File: src/rtl/sdf_stage_ctrl.sv
// Per-stage sequencer for a 256-point SDF FFT: feedback-RAM address/write, butterfly mode,
// and -j select or twiddle exponent. SDF_CTRL_SYNC_CHECK_EN enables in_sof alignment check/resync.
module sdf_stage_ctrl #(
    parameter int LOG_DEPTH = 7,
    parameter int TW_STAGE  = 0
) (
    input  logic                 CLK,
    input  logic                 RST_N,
    input  logic                 in_valid,
    input  logic                 in_sof,
    input  logic                 flush,
    output logic                 in_ready,
    output logic [LOG_DEPTH-1:0] ram_addr,
    output logic                 ram_we,
    output logic                 bf_mode,
    output logic                 out_valid,
    output logic                 mj_sel,
    output logic [LOG_DEPTH+1:0] tw_addr,
    output logic                 sync_err,
    output logic [1:0]           dbg_state
);
    // Handshake: a sample transfers on a rising CLK edge where in_valid & in_ready. in_valid may
    // stay high without a transfer; in_ready is a function of state, wcnt and flush only.

    localparam int CW = LOG_DEPTH + 2;
    localparam logic [CW-1:0] DEPTH     = {2'b01, {LOG_DEPTH{1'b0}}};
    localparam logic [CW-1:0] FILL_LAST = {2'b00, {LOG_DEPTH{1'b1}}};
    localparam logic [CW-1:0] ONE       = {{(CW-1){1'b0}}, 1'b1};

    localparam logic [1:0] ST_FILL  = 2'd0;
    localparam logic [1:0] ST_RUN   = 2'd1;
    localparam logic [1:0] ST_DRAIN = 2'd2;

    logic [1:0]           state_q, state_d;
    logic [CW-1:0]        wcnt_q, wcnt_d;
    logic                 flush_pend_q, flush_pend_d;
    logic [LOG_DEPTH-1:0] ram_addr_q, ram_addr_d;
    logic                 ram_we_q, ram_we_d;
    logic                 bf_mode_q, bf_mode_d;
    logic                 out_valid_q, out_valid_d;
    logic                 mj_sel_q, mj_sel_d;
    logic [CW-1:0]        tw_addr_q, tw_addr_d;
    logic                 sync_err_q, sync_err_d;

    logic                 boundary, flush_now, accept, resync;
    logic [CW-1:0]        m, n_ext, tw_calc;
    logic [1:0]           quarter;
    logic                 mj_calc;

    always_comb begin
        boundary  = (state_q == ST_RUN) && (wcnt_q[LOG_DEPTH:0] == '0);
        flush_now = boundary && (flush || flush_pend_q);
        in_ready  = (state_q != ST_DRAIN) && !flush_now;
        accept    = in_valid && in_ready;
    end

`ifdef SDF_CTRL_SYNC_CHECK_EN
    logic sof_aligned;
    always_comb begin
        if (TW_STAGE != 0) begin
            sof_aligned = (wcnt_q == '0);
        end else begin
            sof_aligned = (wcnt_q[LOG_DEPTH:0] == '0);
        end
        resync = accept && in_sof && !sof_aligned;
    end
`else
    logic unused_sof;
    assign unused_sof = in_sof;
    assign resync     = 1'b0;
`endif

    // Output position lags the input counter by one delay line.
    always_comb begin
        m       = wcnt_q - DEPTH;
        quarter = m[CW-1:LOG_DEPTH];
        n_ext   = {2'b00, m[LOG_DEPTH-1:0]};
        mj_calc = 1'b0;
        tw_calc = '0;
        if (TW_STAGE == 0) begin
            mj_calc = (m[LOG_DEPTH:LOG_DEPTH-1] == 2'b11);
        end else begin
            case (quarter)
                2'd1:    tw_calc = n_ext << 1;
                2'd2:    tw_calc = n_ext;
                2'd3:    tw_calc = (n_ext << 1) + n_ext;
                default: tw_calc = '0;
            endcase
        end
    end

    always_comb begin
        state_d      = state_q;
        wcnt_d       = wcnt_q;
        flush_pend_d = flush_pend_q;
        ram_addr_d   = ram_addr_q;
        ram_we_d     = 1'b0;
        bf_mode_d    = 1'b0;
        out_valid_d  = 1'b0;
        mj_sel_d     = 1'b0;
        tw_addr_d    = tw_addr_q;
        sync_err_d   = 1'b0;

        case (state_q)
            ST_FILL: begin
                if (accept) begin
                    ram_we_d   = 1'b1;
                    ram_addr_d = wcnt_q[LOG_DEPTH-1:0];
                    tw_addr_d  = '0;
                    wcnt_d     = wcnt_q + ONE;
                    if (wcnt_q == FILL_LAST) begin
                        state_d = ST_RUN;
                    end
                end
            end
            ST_RUN: begin
                if (flush_now) begin
                    // The boundary cycle is itself the first drain slot.
                    ram_addr_d   = wcnt_q[LOG_DEPTH-1:0];
                    out_valid_d  = 1'b1;
                    mj_sel_d     = mj_calc;
                    tw_addr_d    = tw_calc;
                    wcnt_d       = wcnt_q + ONE;
                    flush_pend_d = 1'b0;
                    state_d      = ST_DRAIN;
                end else begin
                    if (flush) begin
                        flush_pend_d = 1'b1;
                    end
                    if (accept) begin
                        ram_we_d    = 1'b1;
                        ram_addr_d  = wcnt_q[LOG_DEPTH-1:0];
                        bf_mode_d   = wcnt_q[LOG_DEPTH];
                        out_valid_d = 1'b1;
                        mj_sel_d    = mj_calc;
                        tw_addr_d   = tw_calc;
                        wcnt_d      = wcnt_q + ONE;
                    end
                end
            end
            ST_DRAIN: begin
                ram_addr_d  = wcnt_q[LOG_DEPTH-1:0];
                out_valid_d = 1'b1;
                mj_sel_d    = mj_calc;
                tw_addr_d   = tw_calc;
                if (wcnt_q[LOG_DEPTH-1:0] == '1) begin
                    state_d = ST_FILL;
                    wcnt_d  = '0;
                end else begin
                    wcnt_d = wcnt_q + ONE;
                end
            end
            default: begin
                state_d = ST_FILL;
                wcnt_d  = '0;
            end
        endcase

        // A misaligned frame start restarts filling; it outranks any pending flush.
        if (resync) begin
            state_d      = ST_FILL;
            wcnt_d       = ONE;
            flush_pend_d = 1'b0;
            ram_addr_d   = '0;
            ram_we_d     = 1'b1;
            bf_mode_d    = 1'b0;
            out_valid_d  = 1'b0;
            mj_sel_d     = 1'b0;
            tw_addr_d    = '0;
            sync_err_d   = 1'b1;
        end
    end

    always_ff @(posedge CLK or negedge RST_N) begin
        if (!RST_N) begin
            state_q      <= ST_FILL;
            wcnt_q       <= '0;
            flush_pend_q <= 1'b0;
            ram_addr_q   <= '0;
            ram_we_q     <= 1'b0;
            bf_mode_q    <= 1'b0;
            out_valid_q  <= 1'b0;
            mj_sel_q     <= 1'b0;
            tw_addr_q    <= '0;
            sync_err_q   <= 1'b0;
        end else begin
            state_q      <= state_d;
            wcnt_q       <= wcnt_d;
            flush_pend_q <= flush_pend_d;
            ram_addr_q   <= ram_addr_d;
            ram_we_q     <= ram_we_d;
            bf_mode_q    <= bf_mode_d;
            out_valid_q  <= out_valid_d;
            mj_sel_q     <= mj_sel_d;
            tw_addr_q    <= tw_addr_d;
            sync_err_q   <= sync_err_d;
        end
    end

    assign ram_addr  = ram_addr_q;
    assign ram_we    = ram_we_q;
    assign bf_mode   = bf_mode_q;
    assign out_valid = out_valid_q;
    assign mj_sel    = mj_sel_q;
    assign tw_addr   = tw_addr_q;
    assign sync_err  = sync_err_q;
    assign dbg_state = state_q;

endmodule

File: config.mk
export PLATFORM = sky130hd
export DESIGN_NAME = sdf_stage_ctrl
export DESIGN_NICKNAME = d
export VERILOG_FILES = /design/src/rtl/sdf_stage_ctrl.sv
export SDC_FILE = /design/constraint.sdc
export NUM_CORES = 1
export LEC_CHECK = 0
export CAP_MARGIN = 25
export CORE_UTILIZATION = 55
export CTS_BUF_LIST = sky130_fd_sc_hd__clkbuf_4
export DETAILED_ROUTE_END_ITERATION = 6
export PLACE_DENSITY = 0.88
export SETUP_SLACK_MARGIN = 0.05
export SLEW_MARGIN = 10
export SYNTH_ARGS = -nofsm -noshare
export SYNTH_HDL_FRONTEND = slang
export SYNTH_SLANG_ARGS = --single-unit
File: constraint.sdc
create_clock -name CLK -period 3.18 [get_ports CLK]
set_input_delay 0.477 -clock CLK [delete_from_list [all_inputs] [get_ports CLK]]
set_output_delay 0.477 -clock CLK [all_outputs]
set_load 0.01 [all_outputs]
# After elaboration in Yosys (flattened, before gate mapping)

Cells that the tools add are included.

Bits of input ports: 5
Register bits after elaboration: 32

Mux-type cells: 28
Add/sub/neg operators: 2
Equality and inequality tests: 10
Reduce and logical (&&, ||, !) cells: 12

Operators by type and width:

| operator              | count |
|---|---|
| $pmux W9 S3           | 2 |
| $mux W9               | 5 |
| $pmux W7 S3           | 1 |
| $mux W7               | 2 |
| $mux W1               | 10 |
| $ne A2 B2 Y1 const B  | 5 |
| $add A9 B1 Y9 const B | 1 |
| $eq A9 B7 Y1 const B  | 1 |
| $logic_not A8 Y1      | 1 |
| $mux W2               | 4 |
| $sub A8 B8 Y8 const B | 1 |
| $eq A7 B7 Y1 const B  | 1 |
| $pmux W1 S2           | 3 |
| $pmux W2 S3           | 1 |
| $eq A2 B2 Y1 const B  | 2 |
| $logic_and A1 B1 Y1   | 4 |
| $reduce_and A4 Y1     | 1 |
| $reduce_bool A3 Y1    | 1 |
| $eq A2 B1 Y1 const B  | 1 |
| $logic_not A2 Y1      | 1 |
| $reduce_and A2 Y1     | 1 |
| $reduce_bool A2 Y1    | 1 |
| $logic_not A1 Y1      | 1 |
| $logic_or A1 B1 Y1    | 1 |

# Logic depth before layout (Yosys ltp)

Word-level depth: 9
Gate-level depth with buffers: 7
Mapped depth without buffers: 6

# Worst setup path before layout

No wires, ideal clock.

Path type: reg-to-output
Start: register state_q[1] (netlist: dbg_state[1])
End: output in_ready
Cell stages (with the launch flop): 6
Data required time: 2.703 ns
Slack: 1.128 ns
Arrival: 1.575 ns
Path through: dfrtp_1 inv_1 ha_1 nand4bb_1 nor3_4 nor2_1

Longest elaborated chain between the ends: 5
Elaborated cells between the ends (all ways): 6
Those cells by class: eq/ne: 2; reduce/logical: 4

RTL lines:

| item                     | RTL line | text |
|---|---|---|
| start: declaration       | 34       | `logic [1:0] state_q, state_d;` |
| start signal: assignment | 187      | `state_q <= state_d;` |
| $eq A2 B1 Y1             | 51       | `boundary = (state_q == ST_RUN) && (wcnt_q[LOG_DEPTH:0] == '0);` |
| $logic_and A1 B1 Y1      | 51       |  |
| $logic_and A1 B1 Y1      | 52       | `flush_now = boundary && (flush \|\| flush_pend_q);` |
| $logic_not A1 Y1         | 53       | `in_ready = (state_q != ST_DRAIN) && !flush_now;` |
| $logic_and A1 B1 Y1 (*)  | 53       |  |
| end: declaration         | 12       | `output logic in_ready,` |

Mark *: on every way between the ends. The rest lies on a longest branch, timed or not.

# Final worst setup path

Ends and elaborated chain as after synthesis.

==> Implementation_results.wiki <==
{| class="wikitable"
! Metric !! Value
|-
| DRC errors left || 3
|-
| Global-route wire length before repair || between 6 and 7 mm
|-
| Outcome || complete, but fails checks
|-
| Global route overflow || 0
|-
| Worst Reg-to-Reg Cells || 6
|-
| EDFF count, synth || 0
|-
| Setup TNS || 0 ps
|-
| Final standard cell utilization of the core || roughly 73%
|-
| Clock period minus worst slack || approximately 3000 ps
|-
| Initial core utilization || about 60%
|-
| Vias in the first global route || 1516
|-
| Clock latency reported for the late side of the worst-skew pair || between 300 and 400 ps
|-
| I/O pins || 29
|-
| Failing checks || DRC
|-
| Crit Path Category || reg -> out
|-
| HPWL Detailed || about 2.7 mm
|-
| Via-per-instance ratio || around 6.7
|-
| Share of cells above drive strength 1 || 9.52%
|-
| Total length of routed wires || around 4 mm
|-
| Clock transition at the registers of the reported paths || 110 ps
|-
| Synth Flop Type || dfrtp_1
|-
| Vias post-DR || 1473
|-
| Hold violation count in the final report || 0
|-
| Largest net degree at the start of global routing || 33
|-
| Yosys warning total || 0
|-
| Placer Congestion || just under 0.9
|-
| Std-Cell Rows || 19
|-
| Routed wirelength normalized by instance count || around 18 um
|-
| Signal arrival time at the worst endpoint || 2550 ps
|-
| Sw frac || between 30 and 40%
|-
| Static Leak || 0.000892 uW
|-
| Hold buffer count at CTS || 0
|-
| Clock tree from TritonCTS || built
|-
| Bufs on Longest Clock Path || 2
|-
| Die Area || 3310 sq um
|-
| Setup slack at placement || between 400 and 500 ps
|-
| Number of port buffers || 26
|-
| Clock net sink count || 32
|-
| Count of routing violations after the opening detailed-route iteration || 93
|-
| Worst hold path stage count || 1
|-
| Max capacitance violation total || 0
|-
| Postcts setup bufs || 0
|-
| Reg-to-reg startpoint || dbg_state[1]$_DFFE_PN0P_
|-
| Core region area || roughly 2800 sq um
|-
| Skew final || about 10 ps
|-
| Most common cell after layout, fill and taps aside || dfrtp_1
|-
| Sink of the worst hold path || tw_addr[2]$_DFFE_PN0P_
|-
| Clock buffers created by TritonCTS || 5
|-
| Antenna violations before repair || 0
|-
| Fill count || 208
|-
| Setup slack after layout || approximately 160 ps
|-
| Capture instance of the worst register-to-register path || wcnt_q[5]$_DFF_PN0_
|-
| RSZ-0062 raised after global routing || no
|-
| Kind of end point of the critical path || output pin
|-
| Commonest cells after routing, fill and taps aside || dfrtp_1 (32), clkdlybuf4s50_1 (26), nor2_1 (11), inv_1 (10), and2_1 (9)
|-
| Total power || ~1100 uW
|-
| Total internal power || 774 uW
|-
| Hold Path Class || reg -> reg
|-
| Logic gate share of total power || between 20% and 30%
|-
| Power share of the sequential group || between 40 and 50%
|-
| NetSw || 341 uW
|-
| Max_slew headroom || ~47%
|-
| Final critical-path share of the clock period || a little over nine tenths
|-
| Number of nets at the end of the flow || 200
|-
| Number of detailed-route iterations in the first pass || 7
|-
| Fraction of the yosys area taken by sequential cells || a little under half
|-
| Post-route worst hold slack || just under 500 ps
|-
| Post-DRT Antenna Nets || 0
|-
| Area of the multi-input gates || a little over 800 sq um
|-
| Mapped Nets || 170
|-
| Number of distinct library cells after synthesis || 45
|-
| Power density cells || 543 nW/um^2
|-
| Data required time of the worst path || about 2700 ps
|-
| Synth Register Bits || 32
|-
| Number of cells produced by synthesis || between 150 and 200
|-
| Overall routing resource usage || 26.9%
|-
| Total standard cell area after synthesis || 1700 sq um
|-
| Async SR Flop Fraction || 100%
|-
| R2r setup slk || ~660 ps
|-
| Horiz. Die Dim || 57.5 um
|-
| H-tree depth || 2
|-
| Transition time of the tightest slew-check pin || roughly 800 ps
|-
| Resize count post-CTS || 0
|-
| Register area || approximately 800 sq um
|-
| Die height || roughly 58 um
|-
| Slew Viols, Final || 0
|-
| Root cell of the clock tree || clkbuf_4
|-
| Count of inserted antenna diode cells || 0
|-
| Area grow syn2layout || 21.2%
|-
| Kind of launch point of the worst setup path || flop
|-
| Top fanout value on the critical path || 8
|-
| Max VDD drop || 326 uV
|-
| Setup violations, final || 0
|-
| Maximum clock frequency || approximately 330 MHz
|-
| Beginning of the worst hold path || tw_addr[2]$_DFFE_PN0P_
|-
| Fraction of power consumed by the clock network || 28.3%
|-
| Per-instance average area after synthesis || between 10 and 15 sq um
|}
==> metal layers <==
layer  vias up  part of all wire, %  GRT usage, %
li1        662                    -             -
met1       715                   41          30.6
met2        80                   48          44.9
met3        16                  7.3          7.71
met4         0                  3.2          15.7
met5         -                    0             0
==> sequential cells by signal, indices dropped and copies added, names as in the netlist <==
name,cells
mj_sel,1
flush_pend_q,1
wcnt_q,9
dbg_state,2
tw_addr,9
out_valid,1
ram_we,1
ram_addr,7
bf_mode,1
==> how the worst max path moves through the flow <==
stage               cells past startpoint  endpoint                startpoint  slack (ps)
finish                                  6  in_ready  dbg_state[1]$_DFFE_PN0P_         160
floorplan                               5  in_ready  dbg_state[1]$_DFFE_PN0P_        1130
detailed placement                      6  in_ready  dbg_state[1]$_DFFE_PN0P_         480
global route                            6  in_ready  dbg_state[1]$_DFFE_PN0P_          80
global placement                        6  in_ready  dbg_state[1]$_DFFE_PN0P_         560
CTS                                     6  in_ready  dbg_state[1]$_DFFE_PN0P_         100
==> final cells by class <==
type | instances | share of cell area [%]
clock inverters | 2 | 1.71
well taps | 31 | 1.89
clock buffers | 6 | 2.19
flip-flops and latches | 32 | 39.0
multi-input cells | 110 | 39.6
repair buffers | 29 | 13.8
inverters | 10 | 1.83
==> cells by family (layout without fill, tap and decap cells) <==
| kind of cell | Yosys count | in the layout | share of synthesized area (%) |
|---|---|---|---|
| adder cells (fa/ha/maj) | 7 | 7 | 5.17 |
| other | 1 | 1 | 0.221 |
| flip-flops | 32 | 32 | 47.2 |
| AND/OR/NAND/NOR | 49 | 49 | 16.8 |
| buffers and inverters | 16 | 47 | 4.72 |
| AO/OA/AOI/OAI | 53 | 53 | 25.8 |
==> critical path, cell delays in order, from the launching register on <==
cell and delay, ps:
dfrtp_1 470, inv_1 140, ha_1 350, nand4bb_1 390
nor3_4 310, nor2_1 70, clkdlybuf4s50_1 480
==> Yosys cell counts (2+ instances only) <==
| cell | number | area (sq um) |
|---|---|---|
| buf_6 | 2 | 22.5 |
| a22o_1 | 7 | 61.3 |
| a211oi_1 | 2 | 15.0 |
| o211ai_1 | 5 | 37.5 |
| inv_1 | 10 | 37.5 |
| o311ai_1 | 2 | 17.5 |
| clkbuf_1 | 2 | 7.51 |
| dfrtp_1 | 32 | 801 |
| ha_1 | 7 | 87.6 |
| o31ai_1 | 3 | 22.5 |
| and3_1 | 2 | 12.5 |
| nand4_1 | 2 | 12.5 |
| o22ai_1 | 2 | 12.5 |
| a32o_1 | 3 | 30.0 |
| a21oi_1 | 4 | 20.0 |
| and2_1 | 9 | 56.3 |
| nor2_1 | 11 | 41.3 |
| nor4_1 | 3 | 18.8 |
| o21a_1 | 3 | 22.5 |
| o21ai_0 | 3 | 15.0 |
| nand2b_1 | 3 | 18.8 |
| o2111ai_1 | 2 | 17.5 |
| nor3_1 | 6 | 30.0 |
| a31oi_1 | 7 | 43.8 |
| nand2_1 | 3 | 11.3 |
| nand3_1 | 4 | 20.0 |
==> power groups by stage <==
stage / sequential, uW / combinational (uW) / clock, uW
CTS: 551 / 242 / 318
global placement: 554 / 231 / 0
floorplan: 538 / 158 / 0
global route: 566 / 264 / 336
finish: 556 / 243 / 315
detailed placement: 558 / 240 / 0
==> through the flow <==
stage / area, sq um / instances
global route: 2050 / 220
finish: 2050 / 220
CTS: 2040 / 218
floorplan: 1700 / 158
detailed placement: 1960 / 210
global placement: 1960 / 210
Note: power is estimated with default switching activity, not from simulation.
